===== src/rtl/reqack_fifo_if.sv =====
// Request/acknowledge FIFO bus: write port, read port and status flags.
// With REQACK_FIFO_COUNT_EN defined the bus also carries the occupancy count.
interface reqack_fifo_if #(
  parameter int unsigned WIDTH  = 8
`ifdef REQACK_FIFO_COUNT_EN
  ,
  parameter int unsigned ADDR_W = 5
`endif
);
  logic             wr_req;
  logic [WIDTH-1:0] data_in;
  logic             wr_ack;
  logic             rd_req;
  logic             rd_ack;
  logic [WIDTH-1:0] data_out;
  logic             fifo_full;
  logic             fifo_empty;
`ifdef REQACK_FIFO_COUNT_EN
  logic [ADDR_W:0]  fifo_count;

  modport master (
    output wr_req, data_in, rd_req,
    input  wr_ack, rd_ack, data_out, fifo_full, fifo_empty, fifo_count
  );

  modport slave (
    input  wr_req, data_in, rd_req,
    output wr_ack, rd_ack, data_out, fifo_full, fifo_empty, fifo_count
  );
`else
  modport master (
    output wr_req, data_in, rd_req,
    input  wr_ack, rd_ack, data_out, fifo_full, fifo_empty
  );

  modport slave (
    input  wr_req, data_in, rd_req,
    output wr_ack, rd_ack, data_out, fifo_full, fifo_empty
  );
`endif
endinterface


===== src/rtl/reqack_fifo.sv =====
// Synchronous FIFO with a two-state req/ack handshake on each port.
// Each port accepts at most one transfer per two cycles; the ack pulse is the
// cycle after the accepting edge. Define REQACK_FIFO_COUNT_EN to expose the
// registered occupancy on bus.fifo_count.
module reqack_fifo #(
  parameter int unsigned WIDTH  = 8,
  parameter int unsigned DEPTH  = 32,
  parameter int unsigned ADDR_W = 5
) (
  input logic          clk,
  input logic          rst_n,
  reqack_fifo_if.slave bus
);

  typedef enum logic {StIdle, StAck} hs_state_e;

  localparam logic [ADDR_W:0] FullCount = (ADDR_W + 1)'(DEPTH);

  logic [WIDTH-1:0]  mem [DEPTH];
  hs_state_e         wr_state_q, rd_state_q;
  logic [ADDR_W-1:0] wptr_q, rptr_q;
  logic [ADDR_W:0]   count_q, count_d;
  logic [WIDTH-1:0]  data_out_q;
  logic              full_q, empty_q;
  logic              wr_accept, rd_accept;

  // Accept decisions look only at pre-edge flags: a same-edge read never frees
  // room for a write, and a same-edge write never feeds a read.
  always_comb begin
    wr_accept = bus.wr_req && (wr_state_q == StIdle) && !full_q;
    rd_accept = bus.rd_req && (rd_state_q == StIdle) && !empty_q;
    count_d   = count_q + {{ADDR_W{1'b0}}, wr_accept} - {{ADDR_W{1'b0}}, rd_accept};
  end

  // Storage array; deliberately not cleared by reset.
  always_ff @(posedge clk) begin
    if (wr_accept) begin
      mem[wptr_q] <= bus.data_in;
    end
  end

  // Handshake FSMs, pointers, read data, occupancy and flags.
  always_ff @(posedge clk or negedge rst_n) begin
    if (!rst_n) begin
      wr_state_q <= StIdle;
      rd_state_q <= StIdle;
      wptr_q     <= '0;
      rptr_q     <= '0;
      count_q    <= '0;
      data_out_q <= '0;
      full_q     <= 1'b0;
      empty_q    <= 1'b1;
    end else begin
      unique case (wr_state_q)
        StIdle:  if (wr_accept) wr_state_q <= StAck;
        StAck:   wr_state_q <= StIdle;
        default: wr_state_q <= StIdle;
      endcase

      unique case (rd_state_q)
        StIdle:  if (rd_accept) rd_state_q <= StAck;
        StAck:   rd_state_q <= StIdle;
        default: rd_state_q <= StIdle;
      endcase

      if (wr_accept) begin
        wptr_q <= wptr_q + ADDR_W'(1);
      end
      if (rd_accept) begin
        rptr_q     <= rptr_q + ADDR_W'(1);
        data_out_q <= mem[rptr_q];
      end

      count_q <= count_d;
      full_q  <= (count_d == FullCount);
      empty_q <= (count_d == '0);
    end
  end

  assign bus.wr_ack     = (wr_state_q == StAck);
  assign bus.rd_ack     = (rd_state_q == StAck);
  assign bus.data_out   = data_out_q;
  assign bus.fifo_full  = full_q;
  assign bus.fifo_empty = empty_q;
`ifdef REQACK_FIFO_COUNT_EN
  assign bus.fifo_count = count_q;
`endif

endmodule


===== src/flat_wrapper.sv =====
// flat-port wrapper written by rule: the top's interface ports become plain ports
module reqack_fifo_flat 
#(
  parameter int unsigned WIDTH  = 8,
  parameter int unsigned DEPTH  = 32,
  parameter int unsigned ADDR_W = 5
)
  (clk, rst_n, bus_wr_req, bus_data_in, bus_rd_req, bus_wr_ack, bus_rd_ack, bus_data_out, bus_fifo_full, bus_fifo_empty);
  reqack_fifo_if #(.WIDTH(WIDTH)) bus_i ();
  input logic clk;
  input logic rst_n;
  input wire logic [$bits(bus_i.wr_req)-1:0] bus_wr_req;
  input wire logic [$bits(bus_i.data_in)-1:0] bus_data_in;
  input wire logic [$bits(bus_i.rd_req)-1:0] bus_rd_req;
  output wire logic [$bits(bus_i.wr_ack)-1:0] bus_wr_ack;
  output wire logic [$bits(bus_i.rd_ack)-1:0] bus_rd_ack;
  output wire logic [$bits(bus_i.data_out)-1:0] bus_data_out;
  output wire logic [$bits(bus_i.fifo_full)-1:0] bus_fifo_full;
  output wire logic [$bits(bus_i.fifo_empty)-1:0] bus_fifo_empty;
  assign bus_i.wr_req = bus_wr_req;
  assign bus_i.data_in = bus_data_in;
  assign bus_i.rd_req = bus_rd_req;
  assign bus_wr_ack = bus_i.wr_ack;
  assign bus_rd_ack = bus_i.rd_ack;
  assign bus_data_out = bus_i.data_out;
  assign bus_fifo_full = bus_i.fifo_full;
  assign bus_fifo_empty = bus_i.fifo_empty;
  reqack_fifo #(.WIDTH(WIDTH), .DEPTH(DEPTH), .ADDR_W(ADDR_W)) u_core (.clk(clk), .rst_n(rst_n), .bus(bus_i));
endmodule

===== config.mk =====
export PLATFORM = sky130hd
export DESIGN_NAME = reqack_fifo_flat
export DESIGN_NICKNAME = d
export VERILOG_FILES = /design/src/rtl/reqack_fifo_if.sv /design/src/rtl/reqack_fifo.sv /design/src/flat_wrapper.sv
export SDC_FILE = /design/constraint.sdc
export NUM_CORES = 1
export LEC_CHECK = 0
export ABC_AREA = 1
export BUFFER_PORTS_ARGS = -buffer_cell sky130_fd_sc_hd__clkbuf_2
export CAP_MARGIN = 20
export CORE_UTILIZATION = 35
export DETAILED_ROUTE_END_ITERATION = 10
export GPL_TIMING_DRIVEN = 0
export HOLD_SLACK_MARGIN = 0.1
export PLACE_DENSITY_LB_ADDON = 0.08
export SETUP_SLACK_MARGIN = 0.1
export SLEW_MARGIN = 10
export SYNTH_ARGS = -nofsm -noshare
export SYNTH_HDL_FRONTEND = slang
export SYNTH_SLANG_ARGS = --single-unit

===== constraint.sdc =====
create_clock -name clk -period 5.4 [get_ports clk]
set_clock_uncertainty 0.05 [all_clocks]
set_input_delay 0.27 -clock clk [delete_from_list [all_inputs] [get_ports clk]]
set_output_delay 0.27 -clock clk [all_outputs]
set_load 0.01 [all_outputs]

==> impl_metrics.toml, run 1 <==
[status]
status = "completed"

[global_routing]
grt_pass1_vias = 7724
met1_usage_pct = 26.9
grt_antenna_before_repair = 0
grt_max_degree = 33
grtUsageMet2_pct = 30.1
grt_pass1_wl_um = 49000
grt-busiest-layer = "met2"
grtUsageTotal_pct = 19.0
grt-ovfl-total = 0
met3_usage_pct = 3.13

[yosys]
ys_seq_area_share_pct = 69.2
synthDistinctLibCells = 26
synthFlopType = "edfxtp_1"
synth_most_common_cell = "nand2_1"
syn_area_mm2 = 0.0121
synthCells = 1140
synthTopCellsByCount = "369 x nand2_1, 256 x edfxtp_1, 162 x nand3_1"
avgSynthCellArea_um2 = 10.6
ys_ff_latch = 284
async_flop_share_pct = 9.86
synth_area_leaders = "edfxtp_1 63%, nand2_1 11%, nand3_1 6.7%, dfrtp_1 5.6%, inv_1 3.9%"
yosys.area.top_type = "edfxtp_1"
synth_edf_count = 256
yosysWarnings = 0
syn-num-nets = 1164
yosys.area.top_type_share_pct = 63.4

[final_layout]
fin_nets = 1225
drive_above_1_share_pct = 9.80
final_cells = 1673
fillers = 3275
syn_to_final_growth_pct = 15.2
diodes = 0

[placed_design]
dp_hpwl_um = 21100
gp_congestion = 0.759
place_inst = 1611
io_buffers = 23

[setup_path]
regToRegSetupSlack_ns = 2.42
crit_path_end = "u_core.mem[26][1]$_DFFE_PP_"
worstSetupStartpointType = "flip-flop"
reg2reg_to = "u_core.mem[26][1]$_DFFE_PP_"
critPathTopFamily = "simple AND/OR/NAND/NOR gates"
cpPeakStageDelay_ns = 0.80
r2r_cells = 3
worstPathRequired_ns = 5.48
worstPathMaxFanout = 10
cp.buffers_inverters = 0
cp_cell_sequence = "nor3b_2 > nand2_1 > nor2_1"
critPathKind = "reg -> reg"
path_depth = 3
critical_path_arrival_ns = 3.06
cp-end-kind = "flip-flop"
cp_slowest_cell = "nor2_1"
timing.rr.start = "u_core.bus.fifo_full$_DFF_PN0_"
crit_start = "u_core.bus.fifo_full$_DFF_PN0_"

[hold_path]
hp-class = "in -> reg"

[routing]
antenna_left = 0
drtIter0Drc = 504
wl_per_cell_um = 19.6
vias = 7878
routed_wl_um = 32700
dr.pass1.iters = 4
vias_per_cell = 4.71
drc = 0

[pwr]
p_sw_mw = 2.85
switching_share_pct = 37.2
power_frac_seq_pct = 35.2
intPower_mw = 4.81
p_per_area_mw_per_mm2 = 549
p_comb_share_pct = 34.0
clockPowerShare_pct = 30.7
leakagePower_nw = 5.69
total_power_mw = 7.67
vdd.ir_drop.worst_mv = 0.313

[floorplan]
initial_core_util_pct = 35.9
die_area_mm2 = 0.0354
die_h_um = 188
row_count = 67
ioPinCount = 24
core_mm2 = 0.0338
die_w_um = 188

[clock_network]
cts_buffers = 34
clock_latency_ns = 0.52
clockRootBuffer = "clkbuf_16"
clock_sinks = 284
h-tree-depth = 2
clk_pin_slew_worst_paths_ns = 0.06
cts_tree = "yes"
cts_buffer_depth = 3

[sta]
hold_viol = 0
setup_viol = 0
period_minus_slack_ns = 2.98
slew_headroom_pct = 38.5
max_freq_mhz = 336
tightest_slew_ns = 0.923
setup_tns_ns = 0
slew_violations = 0
rsz0062_at_grt = "no"
final.period_utilization_pct = 55.1

[flow_run]
maxCapViolations = 0
-- repair_timing --
item                      in CTS  in global routing
hold buffers                   2                  0
buffers inserted               0                  0
resized for setup              0                  0
hold endpoints to repair      28                  0
-- metal layers --
layer | up-vias | part of all wire, %
met1 | 3798 | 47
met2 | 157 | 46
li1 | 3874 | -
met4 | 0 | 2.0
met5 | - | 0
met3 | 49 | 4.8
-- placed cells by master, fill, tap and decap left out, drive strengths merged, types with 2 or more instances in the layout --
master,instances
a21oi,18
nor3b,2
xor2,12
buf,43
nand3,162
o21ai,10
ha,11
edfxtp,256
dfrtp,27
clkinv,10
clkinvlp,4
inv,128
bufinv,5
nor2,84
nand4,4
nand2,369
dlygate4sd3,2
clkbuf,72
-- flip-flops by register name, indices dropped and copies added (netlist names) --
name and count:
u_core.bus.data_out 8, u_core.bus.fifo_empty 1, u_core.bus.fifo_full 1, u_core.bus.rd_ack 1, u_core.bus.wr_ack 1, u_core.count_q 6, u_core.mem 256, u_core.rptr_q 5
u_core.wptr_q 5
-- logic make-up (layout without fill, tap and decap cells) --
group / after synthesis / count (layout) / share of synthesized area, %
simple gates: 624 / 624 / 21.2
flops: 284 / 284 / 69.2
buf+inv: 179 / 264 / 6.21
compound gates: 28 / 28 / 1.16
xor+xnor: 13 / 13 / 0.939
fa+ha+maj: 12 / 12 / 1.30
-- worst min path at each step --
stage	from	end	slack, ns	cells past startpoint
after global routing	bus_rd_req	u_core.rptr_q[1]$_DFFE_PN0P_	0.19	5
after CTS	bus_rd_req	u_core.rptr_q[1]$_DFFE_PN0P_	0.14	5
after detailed placement	rst_n	u_core.count_q[5]$_DFF_PN0_	0.37	1
after floorplan	rst_n	u_core.bus.data_out[0]$_DFFE_PN0P_	-0.08	0
after global placement	rst_n	u_core.count_q[5]$_DFF_PN0_	0.36	1
final	bus_rd_req	u_core.rptr_q[1]$_DFFE_PN0P_	0.17	5
-- worst register-to-register path, delay by kind of cell (launching register included) --
family,cells,cell delay [ns]
DFF,1,0.41
and+or+nand+nor,3,2.14
-- final cells by class --
type / count / area [µm²] / area share (%)
Timing Repair Buffer: 25 / 135 / 0.967
Tap cell: 448 / 561 / 4.01
Multi-Input combinational cell: 677 / 2990 / 21.4
Sequential cell: 284 / 8390 / 60.0
Clock inverter: 19 / 228 / 1.63
Buffer: 51 / 273 / 1.95
Clock buffer: 41 / 918 / 6.57
Inverter: 128 / 480 / 3.44
-- power by group through the flow --
stage	clock [mW]	combinational, mW	sequential, mW
final	2.36	2.61	2.70
after global placement	0	2.62	2.74
after floorplan	0	1.67	2.73
after detailed placement	0	2.62	2.75
after global routing	2.49	2.91	2.72
after CTS	2.41	2.64	2.70
-- per-stage QoR --
step	instance area [µm²]	setup slack, ns	hold slack, ns	util (%)
2_1_floorplan	12100	2.93	-0.0756	-
3_3_place_gp	12800	2.40	0.362	37.9
3_5_place_dp	12800	2.43	0.370	37.9
4_1_cts	14000	2.41	0.139	41.4
5_1_grt	14000	2.28	0.191	41.4
6_report	14000	2.42	0.165	41.4
Note: power is estimated with default switching activity, not from simulation.
==> inputs of run 2 (changes only) <==
--- a/config.mk
+++ b/config.mk
@@ -5,7 +5,7 @@
 export SDC_FILE = /design/constraint.sdc
 export NUM_CORES = 1
 export LEC_CHECK = 0
-export ABC_AREA = 1
+export ABC_AREA = 0
 export BUFFER_PORTS_ARGS = -buffer_cell sky130_fd_sc_hd__clkbuf_2
 export CAP_MARGIN = 20
 export CORE_UTILIZATION = 35
==> constraint.sdc (replaced) <==
create_clock -name clk -period 2.7 [get_ports clk]
set_clock_uncertainty 0.05 [all_clocks]
set_input_delay 0.135 -clock clk [delete_from_list [all_inputs] [get_ports clk]]
set_output_delay 0.135 -clock clk [all_outputs]
set_load 0.01 [all_outputs]
==> run 2 against run 1 <==
Non-clock buffer count decreased by 17. Largest power group unchanged. Largest cell class unchanged. Critical path depth is 2 higher. Hold slack better by 0.0027 ns.
==> impl_metrics.toml, run 2 <==
[setup_path]
worstSetupStartpointType = "flip-flop"
crit_start = "u_core.rptr_q[0]$_DFFE_PN0P_"
worstPathRequired_ns = 3.08
cp-end-kind = "flip-flop"
regToRegSetupSlack_ns = 0.22
critPathKind = "reg -> reg"
crit_path_end = "u_core.bus.data_out[2]$_DFFE_PN0P_"
cpPeakStageDelay_ns = 0.58
worstPathMaxFanout = 10
critical_path_arrival_ns = 2.86
cp_slowest_cell = "mux4_2"
r2r_cells = 5
reg2reg_to = "u_core.bus.data_out[2]$_DFFE_PN0P_"
cp_cell_sequence = "buf_2 > mux4_2 > a22o_1 > nor4_1 > nor3_1"
timing.rr.start = "u_core.rptr_q[0]$_DFFE_PN0P_"

[pwr]
leakagePower_nw = 4.37
intPower_mw = 9.49
total_power_mw = 13.9
p_comb_share_pct = 30.9
p_per_area_mw_per_mm2 = 1060
switching_share_pct = 31.6
p_sw_mw = 4.38
vdd.ir_drop.worst_mv = 0.505
power_frac_seq_pct = 38.9
clockPowerShare_pct = 30.1

[yosys]
yosys.area.top_type_share_pct = 68.7
yosys.area.top_type = "edfxtp_1"
synthTopCellsByCount = "256 x edfxtp_1, 56 x mux2i_1, 55 x nor2_1"
ys_ff_latch = 284
synth_edf_count = 256
async_flop_share_pct = 9.86
synthFlopType = "edfxtp_1"
synth_most_common_cell = "edfxtp_1"
avgSynthCellArea_um2 = 18.8
syn_area_mm2 = 0.0112
yosysWarnings = 0
synthCells = 597
syn-num-nets = 621
synth_area_leaders = "edfxtp_1 69%, mux4_2 8.0%, dfrtp_1 6.0%, mux2i_1 5.0%, nor2_1 1.8%"
ys_seq_area_share_pct = 74.9
synthDistinctLibCells = 46

[sta]
whs_ns = 0.168
period_minus_slack_ns = 2.48
tightest_slew_ns = 0.859
slew_headroom_pct = 42.5
slew_violations = 0
max_freq_mhz = 403
rsz0062_at_grt = "no"
final.period_utilization_pct = 91.9
setup_viol = 0
setup_tns_ns = 0
hold_viol = 0

[placed_design]
dp_hpwl_um = 16900
gp_congestion = 0.783
io_buffers = 23

[final_layout]
post-route-util_pct = 41.3
mostFrequentLayoutCells = "256 x edfxtp_1, 56 x mux2i_1, 40 x mux4_2"
final_common_cell = "edfxtp_1"
multi_input_area_mm2 = 0.00273
fin_nets = 686
drive_above_1_share_pct = 25.1
syn_to_final_growth_pct = 16.4
fillers = 2844
ff_latch_area_mm2 = 0.00839
largest_reg_flops = 256
diodes = 0
top_register = "u_core.mem"

[routing]
drc = 0
wl_per_cell_um = 24.3
routed_wl_um = 26400
dr.pass1.iters = 5
vias_per_cell = 5.10
vias = 5546
antenna_left = 0
drtIter0Drc = 404

[global_routing]
grt_pass1_wl_um = 39400
grt_antenna_before_repair = 0
grt-ovfl-total = 0
grt_max_degree = 33
grtUsageTotal_pct = 16.6
grt_pass1_vias = 5796

[floorplan]
core_mm2 = 0.0316
die_w_um = 181
ioPinCount = 24
die_h_um = 181
row_count = 65
die_area_mm2 = 0.0327
initial_core_util_pct = 35.5

[clock_network]
h-tree-depth = 1
cts_buffers = 31
clockRootBuffer = "clkbuf_16"
clock_latency_ns = 0.56
cts_buffer_depth = 3
cts_tree = "yes"
clk_pin_slew_worst_paths_ns = 0.06
clock_sinks = 284

[status]
status = "completed"

[hold_path]
hp-class = "in -> async"

[flow_run]
maxCapViolations = 0
run 2: changes by cell type after synthesis, moves of 9 or more:
cell / previous run / this run
a21oi_1: 18 / 2
nand3_1: 162 / 2
mux4_2: 0 / 40
nand2_1: 369 / 9
mux2i_1: 0 / 56
xor2_1: 12 / 3
inv_1: 125 / 11
buf_2: 32 / 9
nor4_1: 0 / 9
o22ai_1: 0 / 22
nor2_1: 84 / 55
run 2: worst min-delay path by stage:
stage	depth (start not counted)	endpoint	from
global placement	1	u_core.bus.rd_ack$_DFF_PN0_	rst_n
finish	2	u_core.bus.fifo_full$_DFF_PN0_	rst_n
CTS	2	u_core.bus.data_out[6]$_DFFE_PN0P_	rst_n
global route	2	u_core.bus.fifo_full$_DFF_PN0_	rst_n
floorplan	0	u_core.bus.data_out[0]$_DFFE_PN0P_	rst_n
detailed placement	1	u_core.bus.rd_ack$_DFF_PN0_	rst_n
run 2: worst max-delay path, delay by kind of cell (launching register included):
kind,cells,cell delay (ns)
compound gates,1,0.30
buf+inv,1,0.43
flops,1,0.48
mux,1,0.58
simple gates,2,0.49
run 2: through the flow:
step	worst slack, ns	std cells	area (µm²)
finish	0.218	1088	13000
global route	0.104	1088	13000
CTS	0.102	1084	13000
detailed placement	-0.262	1022	11800
global placement	-0.296	1022	11800
floorplan	0.143	597	11200
run 2: logic make-up after synthesis:
family	after synthesis	synth area share, %
AO/OA/AOI/OAI	50	3.30
XOR/XNOR	11	0.860
adder cells (fa/ha/maj)	12	1.41
buffers and inverters	38	1.81
flip-flops	284	74.9
multiplexers	97	13.2
AND/OR/NAND/NOR	105	4.55
run 2: what timing repair did:
| item | in CTS | in global routing |
|---|---|---|
| hold endpoints to repair | 34 | 0 |
| setup buffers | 3 | 4 |
| pin swaps | 3 | 2 |
| gates resized for setup | 29 | 7 |
| setup endpoints to repair | 261 | 82 |
| hold buffers | 3 | 0 |
run 2: final cells by class:
cell class	instances	share of cell area (%)
timing repair buffer	33	1.52
buffer	26	1.25
clock inverter	15	1.33
inverter	11	0.317
tap	402	3.86
sequential	284	64.4
multi-input combinational	275	20.9
clock buffer	42	6.42
run 2: power groups by stage:
stage | clock [mW] | sequential (mW) | combinational [mW]
2_1_floorplan | 0 | 5.45 | 2.76
5_1_grt | 4.46 | 5.44 | 4.69
4_1_cts | 4.28 | 5.40 | 4.25
3_5_place_dp | 0 | 5.49 | 4.06
6_report | 4.18 | 5.40 | 4.29
3_3_place_gp | 0 | 5.47 | 4.01
run 2: routing by layer:
metal / global-route usage (%) / vias to the layer above / wire length [µm]
met2: 26.6 / 107 / 12700
met4: 4.72 / 0 / 657
li1: - / 2516 / -
met1: 23.7 / 2885 / 12000
met3: 2.28 / 38 / 1120
met5: 0 / - / 0
==> inputs of run 3 (changes only) <==
--- a/config.mk
+++ b/config.mk
@@ -6,10 +6,10 @@
 export NUM_CORES = 1
 export LEC_CHECK = 0
 export ABC_AREA = 0
-export BUFFER_PORTS_ARGS = -buffer_cell sky130_fd_sc_hd__clkbuf_2
 export CAP_MARGIN = 20
 export CORE_UTILIZATION = 35
 export DETAILED_ROUTE_END_ITERATION = 10
+export DONT_BUFFER_PORTS = 1
 export GPL_TIMING_DRIVEN = 0
 export HOLD_SLACK_MARGIN = 0.1
 export PLACE_DENSITY_LB_ADDON = 0.08
==> run 3 against run 2 <==
Maximum frequency fell by 7.2%. Global-route usage increased by 0.065 points. Via count is 0.88% higher. Largest power group unchanged. Clock power shrank 4%. Critical path type unchanged.
==> impl_metrics.toml, run 3 (synthesis gave the netlist of run 2 again) <==
[routing]
vias = 5595
drc = 0
drtIter0Drc = 387
dr.pass1.iters = 6
antenna_left = 0
routed_wl_um = 26800
vias_per_cell = 5.19
wl_per_cell_um = 24.8

[sta]
whs_ns = 0.256
rsz0062_at_grt = "yes"
period_minus_slack_ns = 2.67
setup_tns_ns = 0
hold_viol = 0
slew_headroom_pct = 21.4
tightest_slew_ns = 1.18
slew_violations = 0
final.period_utilization_pct = 99.0
setup_viol = 0
max_freq_mhz = 374
worst_slack_ns = 0.0260

[flow_run]
maxCapViolations = 0

[setup_path]
timing.rr.start = "u_core.bus.fifo_full$_DFF_PN0_"
worstPathRequired_ns = 2.83
regToRegSetupSlack_ns = 0.03
r2r_cells = 3
worstSetupStartpointType = "flip-flop"
reg2reg_to = "u_core.mem[20][3]$_DFFE_PP_"
critPathKind = "reg -> reg"
critical_path_arrival_ns = 2.80
cp-end-kind = "flip-flop"
worstPathMaxFanout = 9

[final_layout]
top_register = "u_core.mem"
fin_nets = 679
final_common_cell = "edfxtp_1"
drive_above_1_share_pct = 25.8
post-route-util_pct = 42.1
largest_reg_flops = 256
fillers = 2828
diodes = 0
stdcell_area_mm2 = 0.0133
mostFrequentLayoutCells = "256 x edfxtp_1, 54 x mux2i_1, 40 x mux4_2"
final_cells = 1079
syn_to_final_growth_pct = 18.7
ff_latch_area_mm2 = 0.00839
multi_input_area_mm2 = 0.00288

[global_routing]
grt-ovfl-total = 0
grt_max_degree = 33
grt_pass1_wl_um = 39600
grtUsageTotal_pct = 16.7
grt_pass1_vias = 5839
grt_antenna_before_repair = 0

[hold_path]
hold_end = "u_core.bus.rd_ack$_DFF_PN0_"
hp-class = "in -> reg"
whs_path_depth = 2
holdCritStartpoint = "bus_rd_req"

[floorplan]
ioPinCount = 24
die_w_um = 181
core_mm2 = 0.0316
die_h_um = 181
row_count = 65
die_area_mm2 = 0.0327
initial_core_util_pct = 35.5

[status]
status = "completed"

[pwr]
total_power_mw = 13.9
p_per_area_mw_per_mm2 = 1050
vdd.ir_drop.worst_mv = 0.572
leakagePower_nw = 4.37

[clock_network]
cts_buffers = 30
clock_latency_ns = 0.55
cts_buffer_depth = 3
clockRootBuffer = "clkbuf_16"
clk_pin_slew_worst_paths_ns = 0.06
cts_tree = "yes"
h-tree-depth = 1
clock_sinks = 284

[placed_design]
dp_slack_ns = -0.315
place_inst = 999
io_buffers = 0
gp_congestion = 0.805
dp_hpwl_um = 17000
dpl-instance-area_mm2 = 0.0117
## run 3: how the worst max path moves through the flow
stage / start / to / slack (ns)
2_1_floorplan: u_core.bus.rd_ack$_DFF_PN0_ / u_core.bus.fifo_empty$_DFF_PN1_ / 0.14
3_3_place_gp: u_core.bus.rd_ack$_DFF_PN0_ / u_core.bus.fifo_empty$_DFF_PN1_ / -0.32
3_5_place_dp: u_core.bus.rd_ack$_DFF_PN0_ / u_core.bus.fifo_empty$_DFF_PN1_ / -0.32
4_1_cts: u_core.bus.rd_ack$_DFF_PN0_ / u_core.bus.fifo_empty$_DFF_PN1_ / -0.02
5_1_grt: u_core.bus.fifo_full$_DFF_PN0_ / u_core.mem[20][4]$_DFFE_PP_ / -0.04
6_report: u_core.bus.fifo_full$_DFF_PN0_ / u_core.mem[20][3]$_DFFE_PP_ / 0.03
## run 3: repair_timing
item / 4_1_cts / 5_1_grt
pin swaps: 3 / 7
hold buffers: 21 / 0
endpoints found under the hold margin: 303 / 0
buffers inserted: 1 / 3
gates resized for setup: 46 / 24
endpoints found under the setup margin: 263 / 165
## run 3: where the power goes
group          total, mW  leakage [nW]  switching [mW]  internal (mW)
clock               4.00         0.465            1.64           2.36
sequential          5.45          2.63           0.266           5.18
combinational       4.46          1.27            2.66           1.80
## run 3: critical path: stages, from the launching register on
cell and delay (ns):
dfrtp_1 0.46, nor3b_4 0.49, nand2_1 0.64, nor2_2 0.64
## run 3: cell type report
| cell class | count | share of cell area (%) |
|---|---|---|
| tap | 402 | 3.78 |
| clock inverter | 20 | 1.33 |
| timing repair buffer | 26 | 2.57 |
| sequential | 284 | 63.1 |
| clock buffer | 34 | 5.92 |
| buffer | 27 | 1.32 |
| multi-input combinational | 275 | 21.7 |
| inverter | 11 | 0.311 |
## run 3: metal layers
layer | global-route usage, % | part of all wire [%]
met1 | 23.5 | 45
met2 | 27.4 | 48
met3 | 2.80 | 5.4
met4 | 3.15 | 1.1
met5 | 0 | 0
